`src/rtl/pipe_pkg.sv`:
```
// Shared types and constants for the pipeline interlock.
//   state_e  : interlock FSM state
//   slot_t   : shadow copy of one in-flight instruction
//   FWD_*    : EX operand forward-select encodings
//   R_PC     : register number of the PC; never forwarded, never a hazard source
package pipe_pkg;

  typedef enum logic [1:0] {
    StRun   = 2'd0,
    StStall = 2'd1,
    StFlush = 2'd2
  } state_e;

  typedef struct packed {
    logic       valid;
    logic       reg_write;
    logic       is_load;
    logic [3:0] rd;
    logic [3:0] rn;
    logic [3:0] rm;
    logic       use_rn;
    logic       use_rm;
    logic       use_rd;
  } slot_t;

  localparam logic [1:0] FWD_RF  = 2'b00;
  localparam logic [1:0] FWD_WB  = 2'b01;
  localparam logic [1:0] FWD_MEM = 2'b10;

  localparam logic [3:0] R_PC = 4'd15;

  // True when the slot will write register r and is eligible to forward/hazard.
  function automatic logic slot_writes(slot_t s, logic [3:0] r);
    return s.valid && s.reg_write && (s.rd != R_PC) && (s.rd == r);
  endfunction

endpackage

```
`src/rtl/fwd_select.sv`:
```
// Per-operand forward priority mux for the EX stage.
//   src_used_i : the EX instruction reads this operand
//   src_i      : register number of the operand
//   mem_i      : shadow slot currently in MEM
//   wb_i       : shadow slot currently in WB
//   sel_o      : FWD_MEM, FWD_WB or FWD_RF
module fwd_select
  import pipe_pkg::*;
(
  input  logic       src_used_i,
  input  logic [3:0] src_i,
  input  slot_t      mem_i,
  input  slot_t      wb_i,
  output logic [1:0] sel_o
);

  always_comb begin
    sel_o = FWD_RF;
    if (src_used_i) begin
      // A load in MEM has no data yet; only its WB copy may forward.
      if (slot_writes(mem_i, src_i) && !mem_i.is_load) begin
        sel_o = FWD_MEM;
      end else if (slot_writes(wb_i, src_i)) begin
        sel_o = FWD_WB;
      end
    end
  end

  logic unused_slot_fields;
  assign unused_slot_fields = ^{mem_i.rn, mem_i.rm, mem_i.use_rn, mem_i.use_rm, mem_i.use_rd,
                                wb_i.is_load, wb_i.rn, wb_i.rm, wb_i.use_rn, wb_i.use_rm,
                                wb_i.use_rd};

endmodule

```
`src/rtl/pipeline_interlock.sv`:
```
// Hazard / back-pressure controller for the five-stage pipeline.
// Tracks in-flight destinations in EX/MEM/WB shadow slots and drives:
//   pc_enable, if_id_enable, if_id_flush, cu_nop_select : hold/flush controls upstream
//   fwd_a, fwd_b, fwd_s : EX forward selects for Rn, Rm, store data
//   stall_count, flush_count : saturating debug counters
// Inputs: id_* describe the instruction in IF/ID, ex_branch_taken is PCSrc from EX.
module pipeline_interlock
  import pipe_pkg::*;
#(
  parameter int unsigned LOAD_STALL = 1,
  parameter int unsigned CNT_W      = 16
) (
  input  logic             clk,
  input  logic             reset,
  input  logic             id_valid,
  input  logic [3:0]       id_rn,
  input  logic [3:0]       id_rm,
  input  logic [3:0]       id_rd,
  input  logic             id_uses_rn,
  input  logic             id_uses_rm,
  input  logic             id_uses_rd,
  input  logic             id_reg_write,
  input  logic             id_is_load,
  input  logic             ex_branch_taken,
  output logic             pc_enable,
  output logic             if_id_enable,
  output logic             if_id_flush,
  output logic             cu_nop_select,
  output logic [1:0]       fwd_a,
  output logic [1:0]       fwd_b,
  output logic [1:0]       fwd_s,
  output logic [CNT_W-1:0] stall_count,
  output logic [CNT_W-1:0] flush_count
);

  localparam logic [1:0] StallInit = 2'(LOAD_STALL - 1);

  state_e             state_q, state_d;
  logic [1:0]         cnt_q, cnt_d;
  slot_t              ex_q, ex_d, mem_q, mem_d, wb_q, wb_d;
  slot_t              id_slot;
  logic [CNT_W-1:0]   stall_cnt_q, stall_cnt_d, flush_cnt_q, flush_cnt_d;
  logic               hz;

  always_comb begin
    id_slot.valid     = id_valid;
    id_slot.reg_write = id_reg_write;
    id_slot.is_load   = id_is_load;
    id_slot.rd        = id_rd;
    id_slot.rn        = id_rn;
    id_slot.rm        = id_rm;
    id_slot.use_rn    = id_uses_rn;
    id_slot.use_rm    = id_uses_rm;
    id_slot.use_rd    = id_uses_rd;
  end

  // Load-use hazard against the EX slot.
  always_comb begin
    hz = id_valid && ex_q.valid && ex_q.is_load && ex_q.reg_write && (ex_q.rd != R_PC) &&
         ((id_uses_rn && (id_rn == ex_q.rd)) ||
          (id_uses_rm && (id_rm == ex_q.rd)) ||
          (id_uses_rd && (id_rd == ex_q.rd)));
  end

  // Hold/flush outputs and next state. hz is only consulted in RUN, so it is
  // masked in FLUSH (ID holds a NOP) and superseded by a taken branch.
  always_comb begin
    pc_enable     = 1'b1;
    if_id_enable  = 1'b1;
    if_id_flush   = 1'b0;
    cu_nop_select = 1'b0;
    state_d       = state_q;
    cnt_d         = cnt_q;
    unique case (state_q)
      StRun: begin
        if (ex_branch_taken) begin
          if_id_flush   = 1'b1;
          cu_nop_select = 1'b1;
          state_d       = StFlush;
        end else if (hz) begin
          pc_enable     = 1'b0;
          if_id_enable  = 1'b0;
          cu_nop_select = 1'b1;
          cnt_d         = StallInit;
          state_d       = (LOAD_STALL > 1) ? StStall : StRun;
        end
      end
      StStall: begin
        if (ex_branch_taken) begin
          if_id_flush   = 1'b1;
          cu_nop_select = 1'b1;
          state_d       = StFlush;
        end else begin
          pc_enable     = 1'b0;
          if_id_enable  = 1'b0;
          cu_nop_select = 1'b1;
          cnt_d         = cnt_q - 2'd1;
          // Last stall cycle is the one that counts down to zero.
          if (cnt_q <= 2'd1) begin
            state_d = StRun;
          end
        end
      end
      StFlush: begin
        state_d = StRun;
      end
      default: begin
        state_d = StRun;
      end
    endcase
  end

  always_comb begin
    ex_d  = cu_nop_select ? '0 : id_slot;
    mem_d = ex_q;
    wb_d  = mem_q;
  end

  always_comb begin
    stall_cnt_d = stall_cnt_q;
    flush_cnt_d = flush_cnt_q;
    if (!pc_enable && (stall_cnt_q != '1)) begin
      stall_cnt_d = stall_cnt_q + CNT_W'(1);
    end
    if (if_id_flush && (flush_cnt_q != '1)) begin
      flush_cnt_d = flush_cnt_q + CNT_W'(1);
    end
  end

  always_ff @(posedge clk or posedge reset) begin
    if (reset) begin
      state_q     <= StRun;
      cnt_q       <= '0;
      ex_q        <= '0;
      mem_q       <= '0;
      wb_q        <= '0;
      stall_cnt_q <= '0;
      flush_cnt_q <= '0;
    end else begin
      state_q     <= state_d;
      cnt_q       <= cnt_d;
      ex_q        <= ex_d;
      mem_q       <= mem_d;
      wb_q        <= wb_d;
      stall_cnt_q <= stall_cnt_d;
      flush_cnt_q <= flush_cnt_d;
    end
  end

  assign stall_count = stall_cnt_q;
  assign flush_count = flush_cnt_q;

  fwd_select u_fwd_a (
    .src_used_i (ex_q.valid && ex_q.use_rn),
    .src_i      (ex_q.rn),
    .mem_i      (mem_q),
    .wb_i       (wb_q),
    .sel_o      (fwd_a)
  );

  fwd_select u_fwd_b (
    .src_used_i (ex_q.valid && ex_q.use_rm),
    .src_i      (ex_q.rm),
    .mem_i      (mem_q),
    .wb_i       (wb_q),
    .sel_o      (fwd_b)
  );

  fwd_select u_fwd_s (
    .src_used_i (ex_q.valid && ex_q.use_rd),
    .src_i      (ex_q.rd),
    .mem_i      (mem_q),
    .wb_i       (wb_q),
    .sel_o      (fwd_s)
  );

endmodule
```
`config.mk`:
```
export PLATFORM = sky130hd
export DESIGN_NAME = pipeline_interlock
export DESIGN_NICKNAME = d
export VERILOG_FILES = /design/src/rtl/pipe_pkg.sv /design/src/rtl/fwd_select.sv /design/src/rtl/pipeline_interlock.sv
export SDC_FILE = /design/constraint.sdc
export NUM_CORES = 1
export LEC_CHECK = 0
export CAP_MARGIN = 10
export CORE_ASPECT_RATIO = 1.2
export CORE_UTILIZATION = 35
export DETAILED_ROUTE_END_ITERATION = 7
export HOLD_SLACK_MARGIN = 0.05
export PLACE_DENSITY = 0.61
export SYNTH_ARGS = -nofsm -noshare
export SYNTH_HDL_FRONTEND = slang
export SYNTH_SLANG_ARGS = --single-unit
```
`constraint.sdc`:
```
create_clock -name clk -period 4.9 [get_ports clk]
set_clock_uncertainty 0.1 [all_clocks]
set_input_delay 0.98 -clock clk [delete_from_list [all_inputs] [get_ports clk]]
set_output_delay 0.98 -clock clk [all_outputs]
set_load 0.01 [all_outputs]
```
==> flow_metrics.env, run 1 <==
export IMPL_status="finished, final reports clean"
export IMPL_worstMarginPinSlew_ns=0.9406
export IMPL_grt_pass1_vias=2300
export IMPL_antenna_found_initial=0
export IMPL_cts_made_buffers=9
export IMPL_max_freq_ghz=0.2236
export IMPL_final_instance_count_excl_fill=470
export IMPL_io_pin_count=63
export IMPL_cp_num_buf_inv=3
export IMPL_core_area_um2=8564
export IMPL_post_cts_buffers=0
export IMPL_drv_cap=0
export IMPL_worst_ep_arrival_time_ns=3.39
export IMPL_maxSlewHeadroom=0.3716
export IMPL_place_gp_congestion=0.8276
export IMPL_synth_ff_type="dfrtp_1"
export IMPL_synthArstFlopShare=1.000
export IMPL_yosysMostFrequentCell="dfrtp_1"
export IMPL_ant_nets=0
export IMPL_die_w_um=87.90
export IMPL_final_hold_viol_count=0
export IMPL_switching_share=0.2655
export IMPL_die_height_um=105.1
export IMPL_p_int_uw=975.2
export IMPL_drive_gt1_frac=0.08499
export IMPL_leakage_uw=0.001699
export IMPL_synth_edf_count=0
export IMPL_seqPwrFrac=0.475
export IMPL_cpMaxStageDelayCell="nor2b_1"
export IMPL_dr_pass1_iters=4
export IMPL_rsz0062_at_grt="false"
export IMPL_grt_max_degree=34
export IMPL_yosysTopAreaCellShare=0.5168
export IMPL_clockBufferDepth=2
export IMPL_initial_core_util=0.3619
export IMPL_cts_resized=0
export IMPL_end_kind="output port"
export IMPL_cts_tree="built"
export IMPL_cts_root_buf="clkbuf_8"
export IMPL_ys_seq_area_frac=0.5168
export IMPL_ys_types=35
export IMPL_hold_buffers=0
export IMPL_nets=371
export IMPL_routed_via_density=4.728
export IMPL_worstPathRequired_ns=3.82
export IMPL_syn_area_per_cell_um2=11.03
export IMPL_dpl_worst_slack_ns=0.3599
export IMPL_path_cells="clkdlybuf4s50_1 > xor2_1 > nor4_2 > o31ai_1 > nor2b_1 > inv_1 > clkdlybuf4s50_1"
export IMPL_clock_latency_ns=0.34
export IMPL_ys_seq_elements=64
export IMPL_routedWlPerCell_um=14.09
export IMPL_cts_sink_count=64
export IMPL_syn_area_um2=3099
export IMPL_syn_nets=304
export IMPL_dp_cells=454
export IMPL_reg2reg_slack_ns=2.65
export IMPL_syn_to_final_growth_pct=30.32
export IMPL_report_final_slew_viol_count=0
export IMPL_post_route_worst_setup_slack_ns=0.4270
export IMPL_die_area_um2=9237
export IMPL_p_per_area_nw_per_um2=328.7
export IMPL_place_hpwl_mm=4.977
export IMPL_cp_start_kind="input port"
export IMPL_clockPowerShare=0.370
export IMPL_path_class="in2out"
export IMPL_drc=0
export IMPL_cpMostUsedCell="clkdlybuf4s50_1"
export IMPL_min_period_ns=4.473
export IMPL_h_tree_depth=3
export IMPL_yosysWarnings=0
export IMPL_initialDrtViolationCount=125
export IMPL_synth_top_area_cell="dfrtp_1"
export IMPL_finalCritPeriodShare=0.9129
export IMPL_clkTransAtPathRegs_ns=0.07
export IMPL_placement_io_buffers=62
export IMPL_dr_total_vias=2222
export IMPL_synth_area_top_cells="dfrtp_1 52%, xnor2_1 9.3%, xor2_1 8.5%"
export IMPL_synthesis_instances=281
export IMPL_grt_pass1_wl_mm=11.41
export IMPL_diodes=0
export IMPL_track_usage=0.1636
export IMPL_grt_overflow_total=0
export IMPL_wirelength_mm=6.621
export IMPL_max_vdd_ir_drop_mv=0.1134
export IMPL_crit_family="buffers and inverters"
export IMPL_hp_class="reg2reg"
export IMPL_pwr_share_comb=0.155
export IMPL_p_sw_uw=352.4
export IMPL_finalSetupTns_ns=0
export IMPL_setup_viol=0
export IMPL_worstPathMaxFanout=19
export IMPL_slowest_delay_ns=0.77
export IMPL_placed_area_um2=3819
export IMPL_rows=37
export IMPL_synth_top_cells_by_count="64 x dfrtp_1, 33 x xnor2_1, 30 x xor2_1, 20 x and2_1, 19 x nand2_1"
export IMPL_fin_area_um2=4039
sequential cells by signal, summed over array words and instances, names as in the netlist:
| register | count |
|---|---|
| ex_q | 18 |
| flush_count | 16 |
| mem_q | 7 |
| stall_count | 16 |
| state_q | 1 |
| wb_q | 6 |
power groups by stage:
stage	sequential, µW	clock (µW)	combinational (µW)
floorplan	636	0	110
global placement	640	0	204
detailed placement	643	0	208
CTS	632	509	209
global route	641	536	229
finish	631	492	206
metrics by stage:
step | hold slack, ns | util | total power [µW]
2_1_floorplan | 0.2536 | - | 745.7
3_5_place_dp | 0.2602 | 0.4459 | 850.6
3_3_place_gp | 0.2584 | 0.4459 | 844.3
5_1_grt | 0.2860 | 0.4716 | 1406
6_report | 0.2752 | 0.4716 | 1328
4_1_cts | 0.2764 | 0.4716 | 1350
cell type report:
| class | instances | area (µm²) |
|---|---|---|
| Timing Repair Buffer | 64 | 635.6 |
| Inverter | 8 | 30.03 |
| Multi-Input combinational cell | 201 | 1405 |
| Clock inverter | 7 | 96.34 |
| Tap cell | 117 | 146.4 |
| Fill cell | 834 | 4526 |
| Clock buffer | 9 | 123.9 |
| Sequential cell | 64 | 1602 |
final timing paths:
| kind | start | end | cells after the start |
|---|---|---|---|
| setup / recovery | id_rm[0] | cu_nop_select | 7 |
| max in group asynchronous | reset | stall_count[10]$_DFFE_PP0P_ | 3 |
| setup reg to reg | ex_q[12]$_DFF_PP0_ | ex_q[12]$_DFF_PP0_ | 5 |
| hold reg to reg | mem_q[16]$_DFF_PP0_ | wb_q[16]$_DFF_PP0_ | 0 |
| min in group asynchronous | reset | flush_count[6]$_DFFE_PP0P_ | 2 |
| hold / removal | mem_q[16]$_DFF_PP0_ | wb_q[16]$_DFF_PP0_ | 0 |
cell usage in the layout (no fill, tap or decap), drive strengths merged, types with 2 or more instances in the layout:
master         netlist  routed
and4                 3       3
ha                   2       2
xor2                30      30
and2                20      20
and3                 4       4
inv                  8       8
nand2               19      19
xnor2               33      33
dfrtp               64      64
clkinv               0       2
mux2                 2       2
nor2b                3       3
buf                  6       2
nand4b               3       3
nand4               14      14
bufinv               0       2
clkbuf               2       9
nor3                11      11
nand3               16      16
or3                  3       3
clkdlybuf4s50        0      62
nor2                17      17
clkinvlp             0       3
nor4                10      10
a21oi                2       2
cell families (layout without fill, tap and decap cells):
kind of cell / after synthesis / count (layout) / share of synthesized area
compound gates: 7 / 7 / 0.01656
xor+xnor: 63 / 63 / 0.1780
flops: 64 / 64 / 0.5168
fa+ha+maj: 2 / 2 / 0.008073
mux: 2 / 2 / 0.007266
buf+inv: 16 / 88 / 0.02988
simple gates: 127 / 127 / 0.2434
layer usage:
layer | global-route usage | part of all wire | vias up
met5 | 0 | 0 | -
met4 | 0.07728 | 0.018 | 0
met3 | 0.02607 | 0.029 | 10
met2 | 0.2713 | 0.51 | 39
met1 | 0.2046 | 0.44 | 1076
li1 | - | - | 1097
No activity file was read; power rests on OpenSTA's default activity.
==> run 2: changes to the inputs <==
--- a/config.mk
+++ b/config.mk
@@ -5,12 +5,12 @@
 export SDC_FILE = /design/constraint.sdc
 export NUM_CORES = 1
 export LEC_CHECK = 0
-export CAP_MARGIN = 10
+export ABC_AREA = 1
 export CORE_ASPECT_RATIO = 1.2
 export CORE_UTILIZATION = 35
 export DETAILED_ROUTE_END_ITERATION = 7
 export HOLD_SLACK_MARGIN = 0.05
-export PLACE_DENSITY = 0.61
+export PLACE_DENSITY = 0.6
 export SYNTH_ARGS = -nofsm -noshare
 export SYNTH_HDL_FRONTEND = slang
 export SYNTH_SLANG_ARGS = --single-unit
==> flow_metrics.env, run 2 <==
export IMPL_status="finished, final reports clean"
export IMPL_setup_viol=0
export IMPL_pwr_share_comb=0.160
export IMPL_nets=519
export IMPL_clock_latency_ns=0.33
export IMPL_syn_area_per_cell_um2=7.920
export IMPL_hold_buffers=0
export IMPL_largest_register_ffs=18
export IMPL_path_class="in2out"
export IMPL_yosysTopAreaCellShare=0.4702
export IMPL_drc=0
export IMPL_core_area_um2=9467
export IMPL_slowest_delay_ns=0.54
export IMPL_crit_family="buffers and inverters"
export IMPL_synth_top_area_cell="dfrtp_1"
export IMPL_cts_tree="built"
export IMPL_routed_via_density=4.753
export IMPL_cp_num_buf_inv=3
export IMPL_yosysWarnings=0
export IMPL_report_final_slew_viol_count=0
export IMPL_rows=39
export IMPL_cts_resized=0
export IMPL_grt_pass1_wl_mm=14.24
export IMPL_syn_area_um2=3406
export IMPL_synthArstFlopShare=1.000
export IMPL_clockPowerShare=0.408
export IMPL_drv_cap=0
export IMPL_die_area_um2=10130
export IMPL_p_int_uw=1076
export IMPL_place_hpwl_mm=6.400
export IMPL_grt_pass1_vias=2895
export IMPL_antenna_found_initial=0
export IMPL_ant_nets=0
export IMPL_worstPathRequired_ns=3.82
export IMPL_p_total_uw=1476
export IMPL_grt_overflow_total=0
export IMPL_track_usage=0.1861
export IMPL_syn_to_final_growth_pct=29.76
export IMPL_p_per_area_nw_per_um2=334.0
export IMPL_switching_share=0.2710
export IMPL_leakage_uw=0.002082
export IMPL_place_gp_congestion=0.8663
export IMPL_ys_seq_area_frac=0.4702
export IMPL_final_cell_mix="116 x nand2_1, 64 x dfrtp_1, 62 x clkdlybuf4s50_1, 60 x nor2_1, 52 x inv_1"
export IMPL_end_kind="output port"
export IMPL_dr_total_vias=2966
export IMPL_min_period_ns=3.965
export IMPL_final_hold_viol_count=0
export IMPL_routedWlPerCell_um=13.77
export IMPL_post_cts_buffers=0
export IMPL_hp_class="reg2reg"
export IMPL_yosysMostFrequentCell="nand2_1"
export IMPL_initial_core_util=0.3598
export IMPL_cts_made_buffers=9
export IMPL_fin_hold_ws_ns=0.2797
export IMPL_final_common_cell="nand2_1"
export IMPL_worstPathMaxFanout=4
export IMPL_h_tree_depth=3
export IMPL_synth_area_top_cells="dfrtp_1 47%, nand2_1 13%, nor2_1 6.6%"
export IMPL_cpMaxStageDelayCell="clkdlybuf4s50_1"
export IMPL_worst_ep_arrival_time_ns=2.88
export IMPL_synth_edf_count=0
export IMPL_placement_io_buffers=62
export IMPL_dr_pass1_iters=4
export IMPL_cts_sink_count=64
export IMPL_finalSetupTns_ns=0
export IMPL_wirelength_mm=8.590
export IMPL_worstMarginPinSlew_ns=0.7877
export IMPL_clockBufferDepth=2
export IMPL_drive_gt1_frac=0.05389
export IMPL_max_freq_ghz=0.2522
export IMPL_rsz0062_at_grt="false"
export IMPL_synthesis_instances=430
export IMPL_synth_top_cells_by_count="116 x nand2_1, 64 x dfrtp_1, 60 x nor2_1, 53 x inv_1, 24 x xor2_1"
export IMPL_seqPwrFrac=0.432
export IMPL_ys_types=33
export IMPL_synth_ff_type="dfrtp_1"
export IMPL_ys_seq_elements=64
export IMPL_cts_root_buf="clkbuf_16"
export IMPL_cp_start_kind="input port"
export IMPL_path_cells="clkdlybuf4s50_1 > inv_1 > nand2_1 > nand2_1 > nor2_1 > nand3_1 > nand3_2 > nand2_1 > a21oi_4 > clkdlybuf4s50_1"
export IMPL_finalCritPeriodShare=0.8091
export IMPL_maxSlewHeadroom=0.4741
export IMPL_cpMostUsedCell="nand2_1"
export IMPL_clkTransAtPathRegs_ns=0.05
export IMPL_syn_nets=453
export IMPL_initialDrtViolationCount=100
export IMPL_die_w_um=92.05
export IMPL_top_register="ex_q"
export IMPL_io_pin_count=63
export IMPL_grt_max_degree=39
export IMPL_p_sw_uw=400.0
export IMPL_max_vdd_ir_drop_mv=0.2267
export IMPL_die_height_um=110.1
export IMPL_diodes=0
-- run 2: metal layers --
layer	wire [µm]	GRT usage
met3	401	0.05556
met2	4313	0.3246
met4	197	0.07701
met5	0	0
met1	3677	0.2139
-- run 2: power by group through the flow --
| stage | registers [µW] | clock network (µW) | logic, µW |
|---|---|---|---|
| 3_3_place_gp | 646 | 0 | 237 |
| 5_1_grt | 647 | 643 | 262 |
| 3_5_place_dp | 646 | 0 | 237 |
| 4_1_cts | 639 | 619 | 239 |
| 6_report | 638 | 603 | 235 |
| 2_1_floorplan | 643 | 0 | 119 |
-- run 2: kinds of logic (layout without fill, tap and decap cells) --
group,count (synthesis),in the layout,synth area share
fa+ha+maj,2,2,0.007346
compound gates,31,31,0.05548
xor+xnor,39,39,0.1003
buf+inv,64,135,0.07861
simple gates,230,230,0.2880
flops,64,64,0.4702
-- run 2: worst paths after layout --
check | from | to | slack (ns) | cells after the start
max | id_rn[2] | cu_nop_select | 0.94 | 10
min | ex_q[15]$_DFF_PP0_ | mem_q[15]$_DFF_PP0_ | 0.28 | 0
max reg2reg | ex_q[12]$_DFF_PP0_ | stall_count[12]$_DFFE_PP0P_ | 2.84 | 9
min reg2reg | ex_q[15]$_DFF_PP0_ | mem_q[15]$_DFF_PP0_ | 0.28 | 0
max in group asynchronous | reset | ex_q[2]$_DFF_PP0_ | 2.82 | 3
min in group asynchronous | reset | stall_count[0]$_DFFE_PP0P_ | 1.03 | 2
-- run 2: area by class of cell --
type | instances | area, µm²
multi-input cells | 302 | 1536
flip-flops and latches | 64 | 1602
inverters | 55 | 206.4
clock inverters | 3 | 15.01
well taps | 123 | 153.9
clock buffers | 13 | 270.3
fillers | 951 | 5047
repair buffers | 64 | 635.6
-- run 2: stage by stage --
stage          cell area, µm²  setup slack, ns    util  std cells
6_report                 4419           0.9354  0.4668        624
5_1_grt                  4419           0.8137  0.4668        624
4_1_cts                  4419           0.9178  0.4668        624
3_5_place_dp             4134           0.9278  0.4367        608
3_3_place_gp             4134           0.9057  0.4367        608
2_1_floorplan            3406            1.881       -        430
==> run 3: changes to the inputs <==
==> constraint.sdc (replaced) <==
create_clock -name clk -period 3.8 [get_ports clk]
set_clock_uncertainty 0.1 [all_clocks]
set_input_delay 0.76 -clock clk [delete_from_list [all_inputs] [get_ports clk]]
set_output_delay 0.76 -clock clk [all_outputs]
set_load 0.01 [all_outputs]
==> flow_metrics.env, run 3 (synthesis results as in run 2) <==
export IMPL_drive_gt1_frac=0.04990
export IMPL_clock_latency_ns=0.33
export IMPL_fillerInstances=944
export IMPL_worstMarginPinSlew_ns=0.8948
export IMPL_worst_ep_arrival_time_ns=2.61
export IMPL_largest_register_ffs=18
export IMPL_placement_io_buffers=62
export IMPL_wirelength_mm=8.479
export IMPL_final_cell_mix="116 x nand2_1, 64 x dfrtp_1, 62 x clkdlybuf4s50_1, 60 x nor2_1, 52 x inv_1"
export IMPL_grt_max_degree=44
export IMPL_grt_pass1_wl_mm=14.03
export IMPL_cts_sink_count=64
export IMPL_final_hold_viol_count=0
export IMPL_pwr_share_comb=0.165
export IMPL_routedWlPerCell_um=13.59
export IMPL_seqPwrFrac=0.446
export IMPL_path_cells="clkdlybuf4s50_1 > inv_1 > nand2_1 > nand2_1 > nor2_1 > nand3_1 > nand3_2 > nand2_1 > a21oi_4 > clkdlybuf4s50_1"
export IMPL_grtUsageMet2=0.3108
export IMPL_antenna_found_initial=0
export IMPL_initialDrtViolationCount=98
export IMPL_p_int_uw=1348
export IMPL_cts_root_buf="clkbuf_16"
export IMPL_core_area_um2=9467
export IMPL_io_pin_count=63
export IMPL_ant_nets=0
export IMPL_die_height_um=110.1
export IMPL_switching_share=0.2699
export IMPL_cp_start_kind="input port"
export IMPL_dr_pass1_iters=4
export IMPL_finalCritPeriodShare=0.9125
export IMPL_clockBufferDepth=2
export IMPL_post_cts_buffers=0
export IMPL_rsz0062_at_grt="false"
export IMPL_nets=521
export IMPL_worstPathRequired_ns=2.94
export IMPL_grt_overflow_total=0
export IMPL_diodes=0
export IMPL_status="finished, final reports clean"
export IMPL_end_kind="output port"
export IMPL_p_per_area_nw_per_um2=419.2
export IMPL_max_vdd_ir_drop_mv=0.2374
export IMPL_top_register="ex_q"
export IMPL_track_usage=0.1812
export IMPL_drc=0
export IMPL_cts_made_buffers=9
export IMPL_die_w_um=92.05
export IMPL_place_gp_congestion=0.9070
export IMPL_h_tree_depth=3
export IMPL_drv_cap=0
export IMPL_use_met1=0.2109
export IMPL_finalSetupTns_ns=0
export IMPL_routed_via_density=4.777
export IMPL_die_area_um2=10130
export IMPL_place_hpwl_mm=6.198
export IMPL_busiest_layer="met2"
export IMPL_report_final_slew_viol_count=0
export IMPL_leakage_uw=0.002072
export IMPL_crit_family="buffers and inverters"
export IMPL_setup_viol=0
export IMPL_cp_num_buf_inv=3
export IMPL_final_common_cell="nand2_1"
export IMPL_cpMaxStageDelayCell="clkdlybuf4s50_1"
export IMPL_p_total_uw=1846
export IMPL_hp_class="reg2reg"
export IMPL_cts_tree="built"
export IMPL_maxSlewHeadroom=0.4026
export IMPL_clkTransAtPathRegs_ns=0.05
export IMPL_hold_buffers=0
export IMPL_initial_core_util=0.3598
export IMPL_clockPowerShare=0.389
export IMPL_worstPathMaxFanout=4
export IMPL_dr_total_vias=2981
export IMPL_cpMostUsedCell="nand2_1"
export IMPL_syn_to_final_growth_pct=29.32
export IMPL_slowest_delay_ns=0.55
export IMPL_min_period_ns=3.468
export IMPL_path_class="in2out"
export IMPL_cts_resized=0
export IMPL_p_sw_uw=498.2
export IMPL_grt_use_met3=0.04115
export IMPL_max_freq_ghz=0.2884
export IMPL_grt_pass1_vias=2906
export IMPL_rows=39
## run 3: changes by cell type in the layout (fill, tap and decap cells not counted)
cell | previous run | this run
clkinv_2 | 3 | 1
clkbuf_1 | 1 | 3
buf_4 | 2 | 4
clkbuf_8 | 3 | 1
## run 3: cell type report
cell class / count / area, µm² / area share
clock inverter: 1 / 5.005 / 0.001136
inverter: 55 / 206.4 / 0.04688
tap: 123 / 153.9 / 0.03494
sequential: 64 / 1602 / 0.3636
multi-input combinational: 302 / 1536 / 0.3489
clock buffer: 13 / 250.2 / 0.05682
timing repair buffer: 66 / 650.6 / 0.1477
## run 3: stage by stage
step	util	hold slack [ns]	instance area, µm²	setup WS (ns)	instances
2_1_floorplan	-	0.2487	3406	1.221	430
3_3_place_gp	0.4383	0.2697	4149	0.3275	610
3_5_place_dp	0.4383	0.2701	4149	0.2971	610
4_1_cts	0.4652	0.2811	4404	0.2921	624
5_1_grt	0.4652	0.2926	4404	0.1805	624
6_report	0.4652	0.2785	4404	0.3325	624
## run 3: worst paths after layout
check,from,endpoint,slack (ns),cells past startpoint
min in group asynchronous,reset,flush_count[14]$_DFFE_PP0P_,0.85,2
hold / removal,ex_q[15]$_DFF_PP0_,mem_q[15]$_DFF_PP0_,0.28,0
setup reg to reg,ex_q[13]$_DFF_PP0_,ex_q[10]$_DFF_PP0_,1.77,10
setup / recovery,id_rn[2],cu_nop_select,0.33,10
max in group asynchronous,reset,wb_q[11]$_DFF_PP0_,2.04,3
hold reg to reg,ex_q[15]$_DFF_PP0_,mem_q[15]$_DFF_PP0_,0.28,0
## run 3: worst register-to-register path: cells and delay by family (launching register included)
kind                   cells  cell delay, ns
AND/OR/NAND/NOR            7            0.71
flip-flops                 1            0.56
buffers and inverters      2            0.39
AO/OA/AOI/OAI              1            0.16
## run 3: layer usage
metal / vias up / routed length [µm]
li1: 1493 / -
met1: 1390 / 3658
met2: 75 / 4160
met3: 23 / 358
met4: 0 / 301
met5: - / 0
## run 3: power by group through the flow
stage | clock, µW | sequential, µW | combinational (µW)
global route | 765 | 834 | 338
detailed placement | 0 | 834 | 305
floorplan | 0 | 830 | 153
finish | 718 | 823 | 305
CTS | 736 | 824 | 309
global placement | 0 | 834 | 304
